==> src/rtl/seq_pkg.sv <==
// Shared definitions for the 9-bit core program sequencer and control decoder:
// FSM states, the halt opcode and the branch ALU op encodings.
package seq_pkg;

  typedef enum logic [1:0] {
    ST_IDLE      = 2'd0,
    ST_RUN       = 2'd1,
    ST_LOAD_WAIT = 2'd2,
    ST_DONE      = 2'd3
  } seq_state_e;

  localparam logic [4:0] HALT_OPCODE = 5'b11111;

  localparam logic [3:0] ALU_BEQ = 4'b1001;
  localparam logic [3:0] ALU_BLT = 4'b0111;
  localparam logic [3:0] ALU_BGT = 4'b1000;

  // A run-type halt has itype 0 and the all-ones opcode.
  function automatic logic is_halt(input logic [8:0] instr);
    return (instr[0] == 1'b0) && (instr[5:1] == HALT_OPCODE);
  endfunction

  function automatic logic is_cond_branch(input logic [3:0] op);
    return (op == ALU_BEQ) || (op == ALU_BLT) || (op == ALU_BGT);
  endfunction

endpackage

==> src/rtl/fetch_sequencer_if.sv <==
// Bundle between the sequencer (slave) and its host/ROM/decoder side (master).
interface fetch_sequencer_if #(
  parameter int PC_W  = 12,
  parameter int CNT_W = 16
);
  logic             start;
  logic [PC_W-1:0]  start_addr;
  logic [8:0]       instruction;
  logic             op_en;
  logic             branch_flag;
  logic             mem_to_reg_flag;
  logic [3:0]       alu_op;
  logic             alu_cond;
  logic [PC_W-1:0]  target;
  logic [PC_W-1:0]  pc;
  logic             instr_valid;
  logic             stall;
  logic             done;
  logic [CNT_W-1:0] instr_count;

  modport master (
    output start, start_addr, instruction, op_en, branch_flag,
           mem_to_reg_flag, alu_op, alu_cond, target,
    input  pc, instr_valid, stall, done, instr_count
  );

  modport slave (
    input  start, start_addr, instruction, op_en, branch_flag,
           mem_to_reg_flag, alu_op, alu_cond, target,
    output pc, instr_valid, stall, done, instr_count
  );
endinterface

==> src/rtl/fetch_sequencer.sv <==
// Program sequencer: owns the PC, start/done handshake, load stalls, redirects
// and a saturating committed-instruction counter.
module fetch_sequencer
  import seq_pkg::*;
#(
  parameter int PC_W  = 12,
  parameter int CNT_W = 16
) (
  input logic              clk,
  input logic              reset,
  fetch_sequencer_if.slave bus
);

  localparam logic [PC_W-1:0]  PC_LAST  = {PC_W{1'b1}};
  localparam logic [PC_W-1:0]  PC_ONE   = {{(PC_W-1){1'b0}}, 1'b1};
  localparam logic [CNT_W-1:0] CNT_MAX  = {CNT_W{1'b1}};
  localparam logic [CNT_W-1:0] CNT_ONE  = {{(CNT_W-1){1'b0}}, 1'b1};
  localparam logic [CNT_W-1:0] CNT_ZERO = {CNT_W{1'b0}};

  seq_state_e       state_r;
  logic [PC_W-1:0]  pc_r;
  logic [CNT_W-1:0] cnt_r;

  logic halt_s;
  logic load_s;
  logic taken_s;
  logic launch_s;
  logic instr_valid_s;
  logic stall_s;

  assign halt_s   = is_halt(bus.instruction);
  assign load_s   = bus.op_en && bus.mem_to_reg_flag;
  assign taken_s  = bus.op_en &&
                    (bus.branch_flag || (is_cond_branch(bus.alu_op) && bus.alu_cond));
  assign launch_s = ((state_r == ST_IDLE) || (state_r == ST_DONE)) && bus.start;

  // Commit/stall decode; halt takes priority over load and redirect.
  always_comb begin
    instr_valid_s = 1'b0;
    stall_s       = 1'b0;
    case (state_r)
      ST_RUN: begin
        if (halt_s) begin
          instr_valid_s = 1'b0;
          stall_s       = 1'b0;
        end else if (load_s) begin
          instr_valid_s = 1'b0;
          stall_s       = 1'b1;
        end else begin
          instr_valid_s = 1'b1;
          stall_s       = 1'b0;
        end
      end
      ST_LOAD_WAIT: begin
        instr_valid_s = 1'b1;
        stall_s       = 1'b0;
      end
      default: begin
        instr_valid_s = 1'b0;
        stall_s       = 1'b0;
      end
    endcase
  end

  // Sequencer FSM and program counter; the last ROM word ends the program
  // instead of wrapping.
  always_ff @(posedge clk) begin
    if (reset) begin
      state_r <= ST_IDLE;
      pc_r    <= {PC_W{1'b0}};
    end else begin
      case (state_r)
        ST_IDLE, ST_DONE: begin
          if (bus.start) begin
            state_r <= ST_RUN;
            pc_r    <= bus.start_addr;
          end else begin
            state_r <= state_r;
            pc_r    <= pc_r;
          end
        end
        ST_RUN: begin
          if (halt_s) begin
            state_r <= ST_DONE;
          end else if (load_s) begin
            state_r <= ST_LOAD_WAIT;
          end else if (taken_s) begin
            pc_r    <= bus.target;
          end else if (pc_r == PC_LAST) begin
            state_r <= ST_DONE;
          end else begin
            pc_r    <= pc_r + PC_ONE;
          end
        end
        ST_LOAD_WAIT: begin
          if (pc_r == PC_LAST) begin
            state_r <= ST_DONE;
          end else begin
            state_r <= ST_RUN;
            pc_r    <= pc_r + PC_ONE;
          end
        end
        default: begin
          state_r <= ST_IDLE;
          pc_r    <= {PC_W{1'b0}};
        end
      endcase
    end
  end

  // Saturating committed-instruction counter, cleared on each program launch.
  always_ff @(posedge clk) begin
    if (reset) begin
      cnt_r <= CNT_ZERO;
    end else if (launch_s) begin
      cnt_r <= CNT_ZERO;
    end else if (instr_valid_s && (cnt_r != CNT_MAX)) begin
      cnt_r <= cnt_r + CNT_ONE;
    end else begin
      cnt_r <= cnt_r;
    end
  end

  assign bus.pc          = pc_r;
  assign bus.instr_valid = instr_valid_s;
  assign bus.stall       = stall_s;
  assign bus.done        = (state_r == ST_DONE);
  assign bus.instr_count = cnt_r;

endmodule

==> src/flat_wrapper.sv <==
// flat-port wrapper written by rule: the top's interface ports become plain ports
module fetch_sequencer_flat import seq_pkg::*;
#(
  parameter int PC_W  = 12,
  parameter int CNT_W = 16
)
  (clk, reset, bus_start, bus_start_addr, bus_instruction, bus_op_en, bus_branch_flag, bus_mem_to_reg_flag, bus_alu_op, bus_alu_cond, bus_target, bus_pc, bus_instr_valid, bus_stall, bus_done, bus_instr_count);
  fetch_sequencer_if #(.PC_W(PC_W), .CNT_W(CNT_W)) bus_i ();
  input logic clk;
  input logic reset;
  input wire logic [$bits(bus_i.start)-1:0] bus_start;
  input wire logic [$bits(bus_i.start_addr)-1:0] bus_start_addr;
  input wire logic [$bits(bus_i.instruction)-1:0] bus_instruction;
  input wire logic [$bits(bus_i.op_en)-1:0] bus_op_en;
  input wire logic [$bits(bus_i.branch_flag)-1:0] bus_branch_flag;
  input wire logic [$bits(bus_i.mem_to_reg_flag)-1:0] bus_mem_to_reg_flag;
  input wire logic [$bits(bus_i.alu_op)-1:0] bus_alu_op;
  input wire logic [$bits(bus_i.alu_cond)-1:0] bus_alu_cond;
  input wire logic [$bits(bus_i.target)-1:0] bus_target;
  output wire logic [$bits(bus_i.pc)-1:0] bus_pc;
  output wire logic [$bits(bus_i.instr_valid)-1:0] bus_instr_valid;
  output wire logic [$bits(bus_i.stall)-1:0] bus_stall;
  output wire logic [$bits(bus_i.done)-1:0] bus_done;
  output wire logic [$bits(bus_i.instr_count)-1:0] bus_instr_count;
  assign bus_i.start = bus_start;
  assign bus_i.start_addr = bus_start_addr;
  assign bus_i.instruction = bus_instruction;
  assign bus_i.op_en = bus_op_en;
  assign bus_i.branch_flag = bus_branch_flag;
  assign bus_i.mem_to_reg_flag = bus_mem_to_reg_flag;
  assign bus_i.alu_op = bus_alu_op;
  assign bus_i.alu_cond = bus_alu_cond;
  assign bus_i.target = bus_target;
  assign bus_pc = bus_i.pc;
  assign bus_instr_valid = bus_i.instr_valid;
  assign bus_stall = bus_i.stall;
  assign bus_done = bus_i.done;
  assign bus_instr_count = bus_i.instr_count;
  fetch_sequencer #(.PC_W(PC_W), .CNT_W(CNT_W)) u_core (.clk(clk), .reset(reset), .bus(bus_i));
endmodule
==> config.mk <==
export PLATFORM = sky130hd
export DESIGN_NAME = fetch_sequencer_flat
export DESIGN_NICKNAME = d
export VERILOG_FILES = /design/src/rtl/seq_pkg.sv /design/src/rtl/fetch_sequencer_if.sv /design/src/rtl/fetch_sequencer.sv /design/src/flat_wrapper.sv
export SDC_FILE = /design/constraint.sdc
export NUM_CORES = 1
export LEC_CHECK = 0
export CORE_UTILIZATION = 48
export CTS_CLUSTER_SIZE = 20
export DETAILED_ROUTE_END_ITERATION = 8
export PLACE_DENSITY_LB_ADDON = 0.12
export SLEW_MARGIN = 20
export SYNTH_ARGS = -nofsm -noshare
export SYNTH_HDL_FRONTEND = slang
export SYNTH_SLANG_ARGS = --single-unit
==> constraint.sdc <==
create_clock -name clk -period 5.65 [get_ports clk]
set_input_delay 0.8475 -clock clk [delete_from_list [all_inputs] [get_ports clk]]
set_output_delay 0.8475 -clock clk [all_outputs]
set_load 0.05 [all_outputs]
==> run_results.csv, run 1 <==
group,metric,value,unit
status,status,"complete, no violations",
sta,min_period_over_period,0.651,
synthesis,ys_async_sr_fraction,0,
finish,area_delta_synth_final,37.1,%
sta,fin_crit,3.68,ns
synthesis,yosysSeqAreaShare,0.292,
route,drt_iter0_drc,141,
clock_network,clockRootBuffer,"clkbuf_8",
die,die_w,67.4,um
grt,overflow,0,
critical_path,worstSetupStartpointType,"input port",
critical_path,reg2reg_slack,2.58,ns
synthesis,synth_area,2060,um^2
synthesis,synth-edff-count,0,
power,p_comb_frac,0.535,
route,postRouteAntennaNets,0,
critical_path,end_kind,"output port",
finish,final_cells,362,
finish,layout_commonest_cell,"clkdlybuf4s50_1",
sta,slew_headroom,0.339,
clock_network,cts-resized-gates,0,
power,p_clk_frac,0.164,
placed_design,post-place-ws,1.97,ns
synthesis,synth_nets,297,
grt,grt_pass1_vias,1946,
hold_path,hp-class,"flop to flop",
synthesis,ys_warn_count,0,
die,initial_utilization,0.507,
power,finalPower,1.11,mW
sta,setup-tns-final,0,ns
synthesis,synth_top_family_by_area,"simple AND/OR/NAND/NOR gates",
die,die-area,4550,um^2
sta,tightestPinTransition,0.991,ns
clock_network,cts_setup_buffers,0,
hold_path,hold_path_end,"u_core.bus.instr_count[14]",
finish,layout-drive-gt1-share,0.0577,
placed_design,portBuffers,71,
clock_network,cts_tree,"yes",
sta,fmax,272,MHz
synthesis,synthMuxAreaShare,0.0207,
critical_path,rr_endpoint,"u_core.bus.pc[3]",
route,routed_wirelength,5500,um
synthesis,avgSynthCellArea,8.29,um^2
critical_path,worstSetupPathType,"input port to output port",
critical_path,cp_max_fo,5,
sta,setup_ws,1.97,ns
critical_path,crit_required,4.80,ns
hold_path,worstHoldPathCells,2,
power,p_per_area,393,nW/um^2
die,row_count,23,
sta,rsz0062_at_grt,"no",
clock_network,htreeDepth,2,
power,ir_drop,0.153,mV
clock_network,cts_made_buffers,5,
die,pin_count,75,
synthesis,synthCells,248,
placed_design,place_inst,354,
synthesis,synthSimpleGateAreaFrac,0.306,
clock_network,clk_pin_slew,0.06,ns
sta,final-max-slew-violation-count,0,
die,die_height,67.4,um
synthesis,synthFlopType,"dfxtp_1",
critical_path,worstReg2RegStart,"u_core.state_r[0]",
finish,multi_input_area,1330,um^2
critical_path,cp_data_arrival_time,2.83,ns
power,intPower,580,uW
clock_network,clock_sinks,30,
finish,final_cell_mix,"clkdlybuf4s50_1, dfxtp_1, nor2_1, nand2_1",
hold_path,hp-start,"u_core.bus.instr_count[14]",
power,p_sw_frac,0.477,
power,leakage,1.02,nW
critical_path,r2r_cells,6,
route,dr.pass1.iters,4,
placed_design,gp_congestion,0.774,
synthesis,ys_types,56,
route,via_per_inst,5.78,
sta,fin_skew,0.00282,ns
power,netSwitchingPower,528,uW
synthesis,ys_ff_latch,30,
route,drt-wirelength-per-cell,15.2,um
finish,finalNetCount,360,
finish,seqCellArea,601,um^2
clock_network,clk_latency,0.28,ns
synthesis,synthAdderAreaFrac,0.0304,
placed_design,place_hpwl,3860,um
sta,finalSetupViolCount,0,
power,pwr-share-seq,0.301,
synthesis,synth_compound_area_frac,0.208,
grt,antenna_found_initial,0,
grt,grt_pass1_wl,8690,um
finish,n_fill_cell,335,
clock_network,clockBufferDepth,2,
grt,grt_max_degree,33,
route,via_count,2093,
sta,hold_viol,0,
finish,diodes,0,
route,drc,0,
critical_path,startpoint,"bus_instruction[4]",
grt,grt_use_total,0.257,
clock_network,holdBufCountCts,0,
die,coreArea,4060,um^2
synthesis,synth_xor_area_frac,0.0809,
job,cap_viol_max_count,0,
[logic make-up (layout without fill, tap and decap cells)]
group,after synthesis,after routing
xor gates and xnor gates,19,19
AOI/OAI and AO/OA,57,57
buffers and inverters,22,86
and+or+nand+nor,111,111
DFF,30,30
muxes,4,4
adders and majority gates,5,5
[critical path, stage by stage]
cell,delay (ns)
clkdlybuf4s50_1,0.47
nand4_1,0.13
o211ai_1,0.50
a21oi_1,0.14
clkdlybuf4s50_1,0.74
[stage by stage]
stage               utilization  hold WS (ns)  area [um^2]
floorplan                     -         0.487         2060
CTS                       0.694         0.520         2820
global route              0.694         0.553         2820
finish                    0.694         0.532         2820
global placement          0.672         0.492         2730
detailed placement        0.672         0.507         2730
[worst max-delay path by stage]
stage                 endpoint  slack [ns]  depth (start not counted)
6_report       bus_instr_valid        1.97                          5
5_1_grt        bus_instr_valid        1.88                          5
4_1_cts        bus_instr_valid        1.96                          5
3_5_place_dp   bus_instr_valid        1.97                          5
3_3_place_gp   bus_instr_valid        2.00                          5
2_1_floorplan        bus_stall        2.62                          3
[power groups by stage]
stage	clock (mW)	sequential [mW]	combinational, mW
final	0.182	0.333	0.593
after global routing	0.195	0.341	0.638
after CTS	0.185	0.332	0.592
after detailed placement	0	0.337	0.588
after global placement	0	0.334	0.579
after floorplan	0	0.457	0.316
[state kept, by name (all words and copies together), names as in the netlist]
name                    cells
u_core.bus.instr_count     16
u_core.bus.pc              12
u_core.state_r              2
[routing by layer]
metal | track usage | wire length (um)
met5 | 0 | 0
met3 | 0.0625 | 252
met2 | 0.450 | 2780
met4 | 0.101 | 52
met1 | 0.299 | 2420
[synth_stat cells (6+ instances only)]
master / number / share of area
nand4_1: 9 / 0.027
a221oi_1: 7 / 0.030
nor2_1: 25 / 0.046
nor2b_1: 8 / 0.024
nand3b_1: 6 / 0.022
xor2_1: 14 / 0.060
o21ai_0: 6 / 0.015
nand2_1: 17 / 0.031
inv_1: 7 / 0.013
nand3_1: 10 / 0.024
dfxtp_1: 30 / 0.29
a21oi_1: 14 / 0.034
[cell type report]
cell class | instances | share of cell area
inverters | 7 | 0.00933
repair buffers | 71 | 0.252
flip-flops and latches | 30 | 0.213
multi-input cells | 196 | 0.471
clock inverters | 1 | 0.00178
clock buffers | 7 | 0.0306
well taps | 50 | 0.0222
Power figures use the tool's default switching activity.
==> run 2, diff against run 1 <==
- CORE_UTILIZATION: 48 -> 41
- clock period: 5.65 -> 3.3 ns (I/O delays scaled with it)
==> run_results.csv, run 2 (synthesis results as in run 1) <==
group,metric,value,unit
finish,largest_reg_flops,16,
power,p_sw_frac,0.456,
grt,use_met1,0.268,
sta,fin_crit,2.72,ns
clock_network,clk_pin_slew,0.07,ns
placed_design,gp_congestion,0.809,
placed_design,portBuffers,71,
hold_path,worstHoldPathCells,2,
critical_path,end_kind,"output port",
finish,layout-drive-gt1-share,0.0755,
sta,hold_viol,0,
grt,grt_max_degree,32,
sta,finalSetupViolCount,0,
die,initial_utilization,0.430,
sta,tightestPinTransition,0.733,ns
grt,met3_usage,0.0373,
power,p_comb_frac,0.523,
finish,diodes,0,
placed_design,post_dp_cell_area,2790,um^2
power,intPower,1.07,mW
critical_path,worstSetupStartpointType,"flop",
die,die_w,72.8,um
critical_path,startpoint,"u_core.state_r[1]",
clock_network,clockBufferDepth,2,
grt,overflow,0,
clock_network,clockRootBuffer,"clkbuf_8",
finish,area_delta_synth_final,41.2,%
sta,min_period_over_period,0.825,
sta,fin_skew,0.00565,ns
hold_path,hp-start,"u_core.bus.pc[1]",
die,die_height,72.8,um
clock_network,clock_sinks,30,
clock_network,cts_made_buffers,5,
clock_network,cts_tree,"yes",
critical_path,cp_max_fo,10,
finish,layout_commonest_cell,"clkdlybuf4s50_1",
power,p_per_area,678,nW/um^2
route,drt_iter0_drc,122,
sta,fmax,367,MHz
clock_network,cts-resized-gates,0,
clock_network,clk_latency,0.28,ns
finish,final_area,2900,um^2
grt,top_usage_layer,"met2",
power,leakage,1.05,nW
placed_design,place_hpwl,3910,um
finish,finalNetCount,366,
job,cap_viol_max_count,0,
grt,grt_pass1_wl,8760,um
sta,setup-tns-final,0,ns
die,pin_count,75,
clock_network,htreeDepth,2,
route,via_count,2121,
clock_network,holdBufCountCts,0,
grt,antenna_found_initial,0,
power,pwr-share-seq,0.290,
clock_network,cts_setup_buffers,0,
critical_path,slowest_delay,0.82,ns
sta,final-max-slew-violation-count,0,
route,drt-wirelength-per-cell,14.0,um
power,p_clk_frac,0.188,
power,netSwitchingPower,898,uW
die,row_count,25,
route,postRouteAntennaNets,0,
route,routed_wirelength,5390,um
critical_path,worstPathCellList,"inv_1 > ha_1 > o211ai_1 > a21oi_1 > clkdlybuf4s50_1",
critical_path,crit_required,2.80,ns
finish,final_cell_mix,"clkdlybuf4s50_1, dfxtp_1, nor2_1, nand2_1",
grt,gr-usage-met2,0.361,
grt,grt_use_total,0.211,
hold_path,hp-class,"flop to flop",
route,dr.pass1.iters,4,
route,via_per_inst,5.51,
sta,hold_ws,0.519,ns
critical_path,worstReg2RegStart,"u_core.bus.pc[0]",
critical_path,critPathSlowestCell,"clkdlybuf4s50_1",
route,drc,0,
die,die-area,5300,um^2
sta,slew_headroom,0.512,
critical_path,cp_data_arrival_time,2.23,ns
power,ir_drop,0.355,mV
sta,rsz0062_at_grt,"no",
critical_path,worstSetupPathType,"flop to output port",
die,coreArea,4790,um^2
status,status,"complete, no violations",
critical_path,r2r_cells,7,
finish,n_fill_cell,452,
grt,grt_pass1_vias,1859,
run 2: layout make-up:
type                            instances  area, um^2  share of cell area
Clock buffer                            6        72.6              0.0250
Clock inverter                          2        37.5              0.0129
Inverter                                7        26.3             0.00905
Multi-Input combinational cell        196        1330               0.457
Sequential cell                        30         601               0.207
Tap cell                               67        83.8              0.0289
Timing Repair Buffer                   77         756               0.260
run 2: path summary, 6_finish.rpt:
check                                         to  slack [ns]
worst min-delay path            u_core.bus.pc[1]        0.52
worst max-delay path             bus_instr_valid        0.58
worst min register to register  u_core.bus.pc[1]        0.52
worst max register to register  u_core.bus.pc[1]        0.92
run 2: worst max-delay path, delay by kind of cell (launching register included):
kind	cells	cell delay, ns
AO/OA/AOI/OAI	2	0.36
adder cells (fa/ha/maj)	1	0.36
buffers and inverters	2	0.89
flip-flops	1	0.34
run 2: through the flow:
| step | utilization | cells | setup slack [ns] | power, mW |
|---|---|---|---|---|
| 2_1_floorplan | - | 248 | 0.801 | 1.32 |
| 3_3_place_gp | 0.584 | 377 | 0.599 | 1.60 |
| 3_5_place_dp | 0.584 | 377 | 0.589 | 1.61 |
| 4_1_cts | 0.607 | 385 | 0.574 | 1.98 |
| 5_1_grt | 0.607 | 385 | 0.482 | 2.09 |
| 6_report | 0.607 | 385 | 0.578 | 1.97 |
run 2: power by group through the flow:
stage	clock, mW	sequential (mW)	combinational, mW
2_1_floorplan	0	0.782	0.541
3_3_place_gp	0	0.576	1.02
3_5_place_dp	0	0.578	1.03
4_1_cts	0.375	0.570	1.03
5_1_grt	0.395	0.586	1.11
6_report	0.369	0.570	1.03
run 2: per-layer routing:
layer / share of wire / vias up
li1: - / 1067
met1: 0.47 / 999
met2: 0.47 / 53
met3: 0.055 / 2
met4: 0.0061 / 0
met5: 0 / -
